===== src/rtl/sort_pkg.sv =====
// Shared types and helpers for the RAM bubble-sort controller: state encoding,
// word-count derivation and the ordering test.
package sort_pkg;

  typedef enum logic [2:0] {
    IDLE,
    RD0,
    RD1,
    CMP,
    WR0,
    WR1,
    DONE
  } state_t;

  // Compare operands are zero-extended to this width, so DATA_WDTH must not exceed it.
  localparam int unsigned MAX_DATA_WDTH = 64;
  typedef logic [MAX_DATA_WDTH-1:0] word_max_t;

  function automatic int unsigned num_words(input int unsigned addr_wdth);
    return 32'd1 << addr_wdth;
  endfunction

  // True when the pair must be swapped; equal words never are.
  function automatic logic out_of_order(input word_max_t a, input word_max_t b,
                                        input logic descend);
    return descend ? (a < b) : (a > b);
  endfunction

endpackage


===== src/rtl/ram_sort_ctrl_if.sv =====
// Single-port RAM bus between the sort controller (master) and the external RAM (slave).
interface ram_sort_ctrl_if #(
    parameter int unsigned ADDR_WDTH = 4,
    parameter int unsigned DATA_WDTH = 32
);

    logic                 ram_wr_enable;
    logic                 ram_rd_enable;
    logic [ADDR_WDTH-1:0] ram_address;
    logic [DATA_WDTH-1:0] ram_wr_data;
    logic [DATA_WDTH-1:0] ram_rd_data;

    modport master (
        output ram_wr_enable,
        output ram_rd_enable,
        output ram_address,
        output ram_wr_data,
        input  ram_rd_data
    );

    modport slave (
        input  ram_wr_enable,
        input  ram_rd_enable,
        input  ram_address,
        input  ram_wr_data,
        output ram_rd_data
    );

endinterface


===== src/rtl/ram_sort_ctrl.sv =====
// In-place bubble sort (with early exit) of an external registered-read RAM.
// RAM strobes, address and write data are decoded from state, i, a and b only.
module ram_sort_ctrl
    import sort_pkg::*;
#(
    parameter int unsigned ADDR_WDTH = 4,
    parameter int unsigned DATA_WDTH = 32,
    parameter int unsigned DESCEND   = 0
) (
    input  logic              clk,
    input  logic              rst_n,
    input  logic              start,
    output logic              busy,
    output logic              done,
    ram_sort_ctrl_if.master   ram
);

    localparam int unsigned          N        = num_words(ADDR_WDTH);
    localparam logic [ADDR_WDTH-1:0] LAST_IDX = ADDR_WDTH'(N - 2);
    localparam logic [ADDR_WDTH-1:0] ONE      = ADDR_WDTH'(1);

    state_t               state, state_nxt;
    logic [ADDR_WDTH-1:0] i, i_nxt, p, p_nxt, last_i;
    logic [DATA_WDTH-1:0] a, a_nxt, b, b_nxt;
    logic                 flag, flag_nxt, advance;
    logic                 rd_en, wr_en;
    logic [ADDR_WDTH-1:0] addr;
    logic [DATA_WDTH-1:0] wdata;

    assign last_i = LAST_IDX - p;

    always_ff @(posedge clk or negedge rst_n) begin
        if (!rst_n) begin
            state <= IDLE;
            i     <= '0;
            p     <= '0;
            a     <= '0;
            b     <= '0;
            flag  <= 1'b0;
        end else begin
            state <= state_nxt;
            i     <= i_nxt;
            p     <= p_nxt;
            a     <= a_nxt;
            b     <= b_nxt;
            flag  <= flag_nxt;
        end
    end

    always_comb begin
        state_nxt = state;
        i_nxt     = i;
        p_nxt     = p;
        a_nxt     = a;
        b_nxt     = b;
        flag_nxt  = flag;
        advance   = 1'b0;
        rd_en     = 1'b0;
        wr_en     = 1'b0;
        addr      = '0;
        wdata     = '0;
        unique case (state)
            IDLE: begin
                if (start) begin
                    state_nxt = RD0;
                    i_nxt     = '0;
                    p_nxt     = '0;
                    flag_nxt  = 1'b0;
                end
            end
            RD0: begin
                rd_en     = 1'b1;
                addr      = i;
                state_nxt = RD1;
            end
            RD1: begin
                rd_en     = 1'b1;
                addr      = i + ONE;
                a_nxt     = ram.ram_rd_data;
                state_nxt = CMP;
            end
            CMP: begin
                b_nxt = ram.ram_rd_data;
                if (out_of_order(word_max_t'(a), word_max_t'(ram.ram_rd_data), DESCEND != 0))
                    state_nxt = WR0;
                else
                    advance = 1'b1;
            end
            WR0: begin
                wr_en     = 1'b1;
                addr      = i;
                wdata     = b;
                state_nxt = WR1;
            end
            WR1: begin
                wr_en    = 1'b1;
                addr     = i + ONE;
                wdata    = a;
                flag_nxt = 1'b1;
                advance  = 1'b1;
            end
            DONE:    state_nxt = IDLE;
            default: state_nxt = IDLE;
        endcase

        // flag_nxt already includes a swap made in WR1, so only a clean pass exits early.
        if (advance) begin
            if (i < last_i) begin
                i_nxt     = i + ONE;
                state_nxt = RD0;
            end else if (!flag_nxt || p == LAST_IDX) begin
                state_nxt = DONE;
            end else begin
                p_nxt     = p + ONE;
                i_nxt     = '0;
                flag_nxt  = 1'b0;
                state_nxt = RD0;
            end
        end
    end

    assign busy              = (state != IDLE) && (state != DONE);
    assign done              = (state == DONE);
    assign ram.ram_rd_enable = rd_en;
    assign ram.ram_wr_enable = wr_en;
    assign ram.ram_address   = addr;
    assign ram.ram_wr_data   = wdata;

endmodule


===== src/flat_wrapper.sv =====
// flat-port wrapper written by rule: the top's interface ports become plain ports
module ram_sort_ctrl_flat import sort_pkg::*;
#(
    parameter int unsigned ADDR_WDTH = 4,
    parameter int unsigned DATA_WDTH = 32,
    parameter int unsigned DESCEND   = 0
)
  (clk, rst_n, start, busy, done, ram_ram_wr_enable, ram_ram_rd_enable, ram_ram_address, ram_ram_wr_data, ram_ram_rd_data);
  ram_sort_ctrl_if #(.ADDR_WDTH(ADDR_WDTH), .DATA_WDTH(DATA_WDTH)) ram_i ();
  input  logic clk;
  input  logic rst_n;
  input  logic start;
  output logic busy;
  output logic done;
  output wire logic [$bits(ram_i.ram_wr_enable)-1:0] ram_ram_wr_enable;
  output wire logic [$bits(ram_i.ram_rd_enable)-1:0] ram_ram_rd_enable;
  output wire logic [$bits(ram_i.ram_address)-1:0] ram_ram_address;
  output wire logic [$bits(ram_i.ram_wr_data)-1:0] ram_ram_wr_data;
  input wire logic [$bits(ram_i.ram_rd_data)-1:0] ram_ram_rd_data;
  assign ram_ram_wr_enable = ram_i.ram_wr_enable;
  assign ram_ram_rd_enable = ram_i.ram_rd_enable;
  assign ram_ram_address = ram_i.ram_address;
  assign ram_ram_wr_data = ram_i.ram_wr_data;
  assign ram_i.ram_rd_data = ram_ram_rd_data;
  ram_sort_ctrl #(.ADDR_WDTH(ADDR_WDTH), .DATA_WDTH(DATA_WDTH), .DESCEND(DESCEND)) u_core (.clk(clk), .rst_n(rst_n), .start(start), .busy(busy), .done(done), .ram(ram_i));
endmodule

===== config.mk =====
export PLATFORM = sky130hd
export DESIGN_NAME = ram_sort_ctrl_flat
export DESIGN_NICKNAME = d
export VERILOG_FILES = /design/src/rtl/sort_pkg.sv /design/src/rtl/ram_sort_ctrl_if.sv /design/src/rtl/ram_sort_ctrl.sv /design/src/flat_wrapper.sv
export SDC_FILE = /design/constraint.sdc
export NUM_CORES = 1
export LEC_CHECK = 0
export BUFFER_PORTS_ARGS = -buffer_cell sky130_fd_sc_hd__buf_2
export CAP_MARGIN = 10
export CORE_MARGIN = 2
export CORE_UTILIZATION = 30
export CTS_CLUSTER_SIZE = 16
export DETAILED_ROUTE_END_ITERATION = 12
export SYNTH_ARGS = -nofsm -noshare
export SYNTH_HDL_FRONTEND = slang
export SYNTH_SLANG_ARGS = --single-unit
export TNS_END_PERCENT = 5

===== constraint.sdc =====
create_clock -name clk -period 3.57 [get_ports clk]
set_clock_uncertainty 0.15 [all_clocks]
set_input_delay 0.714 -clock clk [delete_from_list [all_inputs] [get_ports clk]]
set_output_delay 0.714 -clock clk [all_outputs]
set_load 0.01 [all_outputs]

==> results.sh, run 1 <==
export IMPL_status="finished clean"
export IMPL_gp_congestion=0.8344
export IMPL_hold_path_end="u_core.b[7]$_DFFE_PN0N_"
export IMPL_reg2reg_depth=8
export IMPL_core_area_um2=15030
export IMPL_clkPwrFrac_pct=20.6
export IMPL_rsz0062_at_grt="false"
export IMPL_synth_fa_ha_area_share_pct=10.41
export IMPL_combPwrFrac_pct=44.7
export IMPL_ioPinCount=75
export IMPL_cp_start_kind="input pin"
export IMPL_maxSlewHeadroom_pct=35.31
export IMPL_p_int_mw=2.841
export IMPL_drc=0
export IMPL_nets=606
export IMPL_syn_nets=538
export IMPL_post_synth_top_count_cell="dfrtp_1"
export IMPL_synthArstFlopShare_pct=100.0
export IMPL_cts_buffers_inserted=9
export IMPL_area_delta_synth_final_pct=19.25
export IMPL_grt_util_all_layers_pct=13.66
export IMPL_ys_seq_area_share_pct=41.62
export IMPL_synth_top_cells_by_area="dfrtp_1 (42%), ha_1 (10%), mux2_2 (8.6%), mux2i_1 (7.7%), o21ai_0 (4.5%)"
export IMPL_synth_common_cells="dfrtp_1 (76), nand2_1 (47), nor2_1 (41), o21ai_0 (41), ha_1 (38)"
export IMPL_avgRoutedWirePerCell_um=14.67
export IMPL_clock_path_buffers=2
export IMPL_worst_path_buf_inv=2
export IMPL_detail_route_antenna_nets=0
export IMPL_placed_cell_area_um2=5136
export IMPL_grt_max_degree=77
export IMPL_synth_seq_cells=76
export IMPL_synth_top_family_by_area="multiplexers"
export IMPL_synth_cells=465
export IMPL_p_sw_share_pct=38.79
export IMPL_cp_slowest_cell="or4_4"
export IMPL_synthXorXnorAreaFrac_pct=0.9584
export IMPL_critPathMaxStageDelay_ns=0.59
export IMPL_clock_latency_ns=0.32
export IMPL_hold_depth=2
export IMPL_dr_pass1_iters=4
export IMPL_synth_ff_type="dfrtp_1"
export IMPL_vias=3525
export IMPL_cap_violations=0
export IMPL_synth_edf_count=0
export IMPL_postCtsHoldBufs=0
export IMPL_grt_pass1_wl_um=17710
export IMPL_cts_sinks=76
export IMPL_synth_mux_area_share_pct=16.29
export IMPL_period_minus_slack_ns=3.021
export IMPL_cp_cell_sequence="buf_2 -> inv_1 -> ha_1 -> nand4_2 -> or4_4 -> nor3_4 -> a31oi_2 -> o31ai_4 -> a21boi_2 -> a221o_1"
export IMPL_wl_um=10670
export IMPL_syn_area_per_cell_um2=9.827
export IMPL_p_leak_nw=2.775
export IMPL_yosys_area_share_simple_pct=13.66
export IMPL_cts_tree="built"
export IMPL_critPathKind="input pin to flip-flop"
export IMPL_synth_top_area_share_pct=41.62
export IMPL_end_kind="flip-flop"
export IMPL_die_height_um=127.4
export IMPL_initial_core_util_pct=30.40
export IMPL_peakVddDrop_mv=0.3621
export IMPL_power_per_cell_area_nw_per_um2=851.8
export IMPL_crit_family="simple AND/OR/NAND/NOR gates"
export IMPL_hold_start="u_core.b[7]$_DFFE_PN0N_"
export IMPL_syn_cell_area_um2=4569
export IMPL_cts_repair_resized=0
export IMPL_design_area_um2=5449
export IMPL_yosys_warnings=0
export IMPL_r2r_setup_slack_ns=0.68
export IMPL_power_switching_mw=1.801
export IMPL_dp_hpwl_um=7778
export IMPL_cp_data_arrival_time_ns=3.08
export IMPL_synth_compound_area_share_pct=11.88
export IMPL_pwr_share_seq_pct=34.8
export IMPL_rr_startpoint="u_core.a[30]$_DFFE_PN0N_"
export IMPL_antenna_found_initial=1
export IMPL_worst_pin_slew_ns=0.9703
export IMPL_crit_fanout=5
export IMPL_setup_tns_ns=0
export IMPL_synth_largest_area_cell="dfrtp_1"
export IMPL_reg2reg_to="u_core.i[3]$_DFF_PN0_"
export IMPL_setup_viol=0
export IMPL_timing_hold_violations_final=0
export IMPL_grt_ovfl_total=0
export IMPL_cts_max_level=3
export IMPL_fp_dieW_um=127.4
export IMPL_portBuffers=74
export IMPL_post_cts_setup_buffer_count=0
export IMPL_post_drt_via_cell_ratio=4.849
export IMPL_synthDistinctLibCells=51
export IMPL_dieArea_um2=16230
export IMPL_power_mw=4.642
export IMPL_drive_above_1_share_pct=28.44
export IMPL_period_share_pct=84.61
export IMPL_slew_violations=0
export IMPL_grt_pass1_vias=3517
export IMPL_cp_required_ns=3.63
export IMPL_drtIter0Drc=161
export IMPL_hold_class="flip-flop to flip-flop"
export IMPL_fmax_ghz=0.3311
export IMPL_num_rows=45
export IMPL_cts_root_buf="clkbuf_16"
export IMPL_clkTransAtPathRegs_ns=0.06
-- how the worst max path moves through the flow --
stage                                  endpoint                         from  cells past startpoint  slack, ns
after floorplan           u_core.i[3]$_DFF_PN0_          ram_ram_rd_data[30]                      9       0.49
after global placement    u_core.i[3]$_DFF_PN0_          ram_ram_rd_data[31]                     10       0.27
after detailed placement  u_core.i[3]$_DFF_PN0_          ram_ram_rd_data[30]                     10       0.20
after CTS                 u_core.i[3]$_DFF_PN0_          ram_ram_rd_data[30]                     10       0.54
after global routing         ram_ram_address[0]  u_core.state[0]$_DFFE_PN0P_                      6       0.37
final                     u_core.i[3]$_DFF_PN0_          ram_ram_rd_data[30]                     10       0.55
-- sequential cells by signal, indices dropped and copies added, names as in the netlist --
| register | count |
|---|---|
| u_core.i | 4 |
| u_core.b | 32 |
| u_core.state | 3 |
| u_core.p | 4 |
| u_core.flag | 1 |
| u_core.a | 32 |
-- metrics by stage --
step           setup slack (ns)  instances  util, %  hold slack [ns]
2_1_floorplan            0.4850        465        -           0.2684
3_3_place_gp             0.2706        710    34.17           0.3111
3_5_place_dp             0.2029        710    34.17           0.3206
4_1_cts                  0.5421        726    36.23           0.3344
5_1_grt                  0.3656        726    36.23           0.3464
6_report                 0.5494        727    36.25           0.3309
-- area by class of cell --
class,count,area [um2]
inverter,37,138.9
antenna,1,2.502
sequential,76,1903
timing repair buffer,80,417.9
tap,188,235.2
multi-input combinational,329,2441
clock inverter,4,73.82
clock buffer,12,236.5
fill,1502,9584
-- cell usage in the layout (no fill, tap or decap), types with 2 or more instances in the layout --
cell type  netlist  final
and2_1           3      3
or2_2            3      3
xor2_1           4      4
ha_1            38     38
a22oi_1          2      2
nand3_1          5      5
clkbuf_1        16      3
nor3_1           3      3
inv_1           37     37
nand2_1         47     46
buf_4            0      7
buf_2            1     73
nor2_1          41     40
nand2b_1         3      3
clkbuf_16        0      9
or2b_2           2      2
mux2i_1         35     35
and3_1           2      2
and3_2           3      3
o21ai_0         41     41
a221o_1          2      2
mux2_2          35     35
dfrtp_1         76     75
a21oi_1         20     20
a221oi_1         3      3
nand4_1          8      8
bufinv_16        0      2
o22ai_1          3      3
nor2b_1          3      3
-- power by group through the flow --
stage          clock, mW  combinational, mW  sequential [mW]
3_3_place_gp           0               2.06             1.60
6_report           0.955               2.07             1.61
2_1_floorplan          0               1.64             1.47
3_5_place_dp           0               2.10             1.63
5_1_grt             1.02               2.35             1.67
4_1_cts            0.984               2.11             1.62
-- logic make-up (layout without fill, tap and decap cells) --
| logic type | count (synthesis) | in the layout |
|---|---|---|
| adder cells (fa/ha/maj) | 38 | 38 |
| buffers and inverters | 60 | 133 |
| XOR/XNOR | 5 | 5 |
| AND/OR/NAND/NOR | 131 | 131 |
| AO/OA/AOI/OAI | 85 | 85 |
| flip-flops | 76 | 76 |
| multiplexers | 70 | 70 |
| other | 0 | 1 |
-- tightest hold or removal path, cell delays in order (launching register included) --
cell and delay [ns]:
dfrtp_1 0.34, nand2_1 0.04, o21ai_0 0.06
-- per-layer routing --
metal  part of all wire (%)  track usage (%)
met1                     48            18.63
met2                     46            21.36
met3                    4.0            3.392
met4                    1.8            4.396
met5                      0                0
Power figures use the tool's default switching activity.
==> inputs of run 2 (changes only) <==
==> constraint.sdc (replaced) <==
create_clock -name clk -period 2.7 [get_ports clk]
set_clock_uncertainty 0.15 [all_clocks]
set_input_delay 0.54 -clock clk [delete_from_list [all_inputs] [get_ports clk]]
set_output_delay 0.54 -clock clk [all_outputs]
set_load 0.01 [all_outputs]
==> results.sh, run 2 (synthesized netlist as in run 1, its figures left out) <==
export IMPL_status="finished, violations left"
export IMPL_violations="negative setup slack"
export IMPL_grt_pass1_vias=3869
export IMPL_ioPinCount=75
export IMPL_cp_start_kind="flip-flop"
export IMPL_place_inst=741
export IMPL_peakVddDrop_mv=0.3848
export IMPL_num_rows=45
export IMPL_grt_util_all_layers_pct=14.68
export IMPL_cts_buffers_inserted=9
export IMPL_portBuffers=74
export IMPL_largestRegisters="u_core.a: 32 flops, u_core.b: 32 flops"
export IMPL_rsz0062_at_grt="true"
export IMPL_end_kind="flip-flop"
export IMPL_clkTransAtPathRegs_ns=0.06
export IMPL_critPathKind="flip-flop to flip-flop"
export IMPL_core_area_um2=15030
export IMPL_period_minus_slack_ns=2.780
export IMPL_hold_class="input pin to async pin"
export IMPL_fill_cells=1468
export IMPL_setup_viol=6
export IMPL_worst_pin_slew_ns=0.5694
export IMPL_avgRoutedWirePerCell_um=14.99
export IMPL_critPathMaxStageDelay_ns=0.59
export IMPL_detail_route_antenna_nets=0
export IMPL_finalWorstSetupSlack_ns=-0.07987
export IMPL_slew_violations=0
export IMPL_gp_congestion=0.8200
export IMPL_hold_ws_ns=0.002164
export IMPL_cp_cell_sequence="ha_4 -> nand4_1 -> or4_4 -> nor3_4 -> a311oi_4 -> o31ai_4 -> a21boi_2 -> a221o_1"
export IMPL_grt_ovfl_total=0
export IMPL_post_drt_via_cell_ratio=4.821
export IMPL_cp_data_arrival_time_ns=2.85
export IMPL_fp_dieW_um=127.4
export IMPL_power_mw=6.756
export IMPL_cts_sinks=76
export IMPL_die_height_um=127.4
export IMPL_cts_root_buf="clkbuf_16"
export IMPL_vias=3659
export IMPL_clock_path_buffers=2
export IMPL_cts_max_level=3
export IMPL_dr_pass1_iters=4
export IMPL_clock_latency_ns=0.34
export IMPL_period_share_pct=103.0
export IMPL_p_leak_nw=2.952
export IMPL_power_per_cell_area_nw_per_um2=1141
export IMPL_seq_area_um2=1903
export IMPL_drtIter0Drc=188
export IMPL_antenna_found_initial=0
export IMPL_drive_above_1_share_pct=35.90
export IMPL_dp_slack_ns=-0.4222
export IMPL_grt_max_degree=47
export IMPL_maxSlewHeadroom_pct=62.04
export IMPL_n_antenna_cell=0
export IMPL_multi_input_area_um2=2590
export IMPL_dieArea_um2=16230
export IMPL_final_cell_mix="dfrtp_1 (75), buf_2 (73), nand2_1 (46)"
export IMPL_dp_hpwl_um=8360
export IMPL_cp_required_ns=2.77
export IMPL_drc=0
export IMPL_stdcell_count=759
export IMPL_crit_fanout=4
export IMPL_nets=639
export IMPL_cp_slowest_cell="or4_4"
export IMPL_cap_violations=0
export IMPL_final_common_cell="dfrtp_1"
export IMPL_cts_tree="built"
export IMPL_fmax_ghz=0.3597
export IMPL_setup_tns_ns=-0.2685
export IMPL_wl_um=11380
export IMPL_area_delta_synth_final_pct=29.57
export IMPL_timing_hold_violations_final=0
export IMPL_initial_core_util_pct=30.40
export IMPL_grt_pass1_wl_um=18910
run 2: cell count changes in the layout (fill, tap and decap cells not counted), moves of 2 or more:
cell,delta
ha_1,-10
clkbuf_1,-3
buf_4,+32
inv_1,-6
ha_4,+10
inv_6,+2
inv_2,+2
run 2: report_power, final:
part | switching, mW | total (mW) | internal (mW)
logic | 1.67 | 3.27 | 1.60
clock network | 0.481 | 1.41 | 0.928
registers | 0.393 | 2.08 | 1.68
total | 2.54 | 6.76 | 4.21
run 2: area by class of cell:
type                       instances  share of cell area, %
multi-input combinational        329                  43.74
sequential                        76                  32.14
timing repair buffer             113                  11.45
clock buffer                      10                  4.036
tap                              188                  3.973
inverter                          37                  2.768
clock inverter                     6                  1.881
run 2: path summary, 6_finish.rpt:
kind / start / endpoint / slack, ns / depth (start not counted)
worst max-delay path: u_core.a[26]$_DFFE_PN0N_ / u_core.i[3]$_DFF_PN0_ / -0.08 / 8
max in group asynchronous: rst_n / u_core.state[0]$_DFFE_PN0P_ / 1.78 / 2
worst max register to register: u_core.a[26]$_DFFE_PN0N_ / u_core.i[3]$_DFF_PN0_ / -0.08 / 8
worst min-delay path: rst_n / u_core.b[12]$_DFFE_PN0N_ / 0.002 / 1
worst min register to register: u_core.b[13]$_DFFE_PN0N_ / u_core.b[13]$_DFFE_PN0N_ / 0.33 / 2
min in group clk: ram_ram_rd_data[20] / u_core.a[20]$_DFFE_PN0N_ / 0.30 / 2
run 2: repair_timing:
action | CTS | global route
buffers inserted | 2 | 0
resized for setup | 4 | 2
hold buffers | 0 | 0
pin swaps | 5 | 5
setup endpoints to repair | 10 | 13
run 2: per-layer routing:
| layer | GRT usage (%) | vias to the layer above | wire, um |
|---|---|---|---|
| met5 | 0 | - | 0 |
| met4 | 3.814 | 0 | 131 |
| met3 | 3.224 | 9 | 466 |
| met2 | 25.48 | 71 | 5583 |
| met1 | 18.53 | 1760 | 5198 |
| li1 | - | 1819 | - |
run 2: through the flow:
stage	utilization (%)	area [um2]
floorplan	-	4684
global placement	36.56	5497
detailed placement	36.56	5497
CTS	39.30	5908
global route	39.38	5921
finish	39.38	5921
run 2: critical path, delay by kind of cell, from the launching register on:
kind,cells,cell delay [ns]
adder cells (fa/ha/maj),1,0.28
AO/OA/AOI/OAI,4,0.84
flip-flops,1,0.41
AND/OR/NAND/NOR,3,0.98
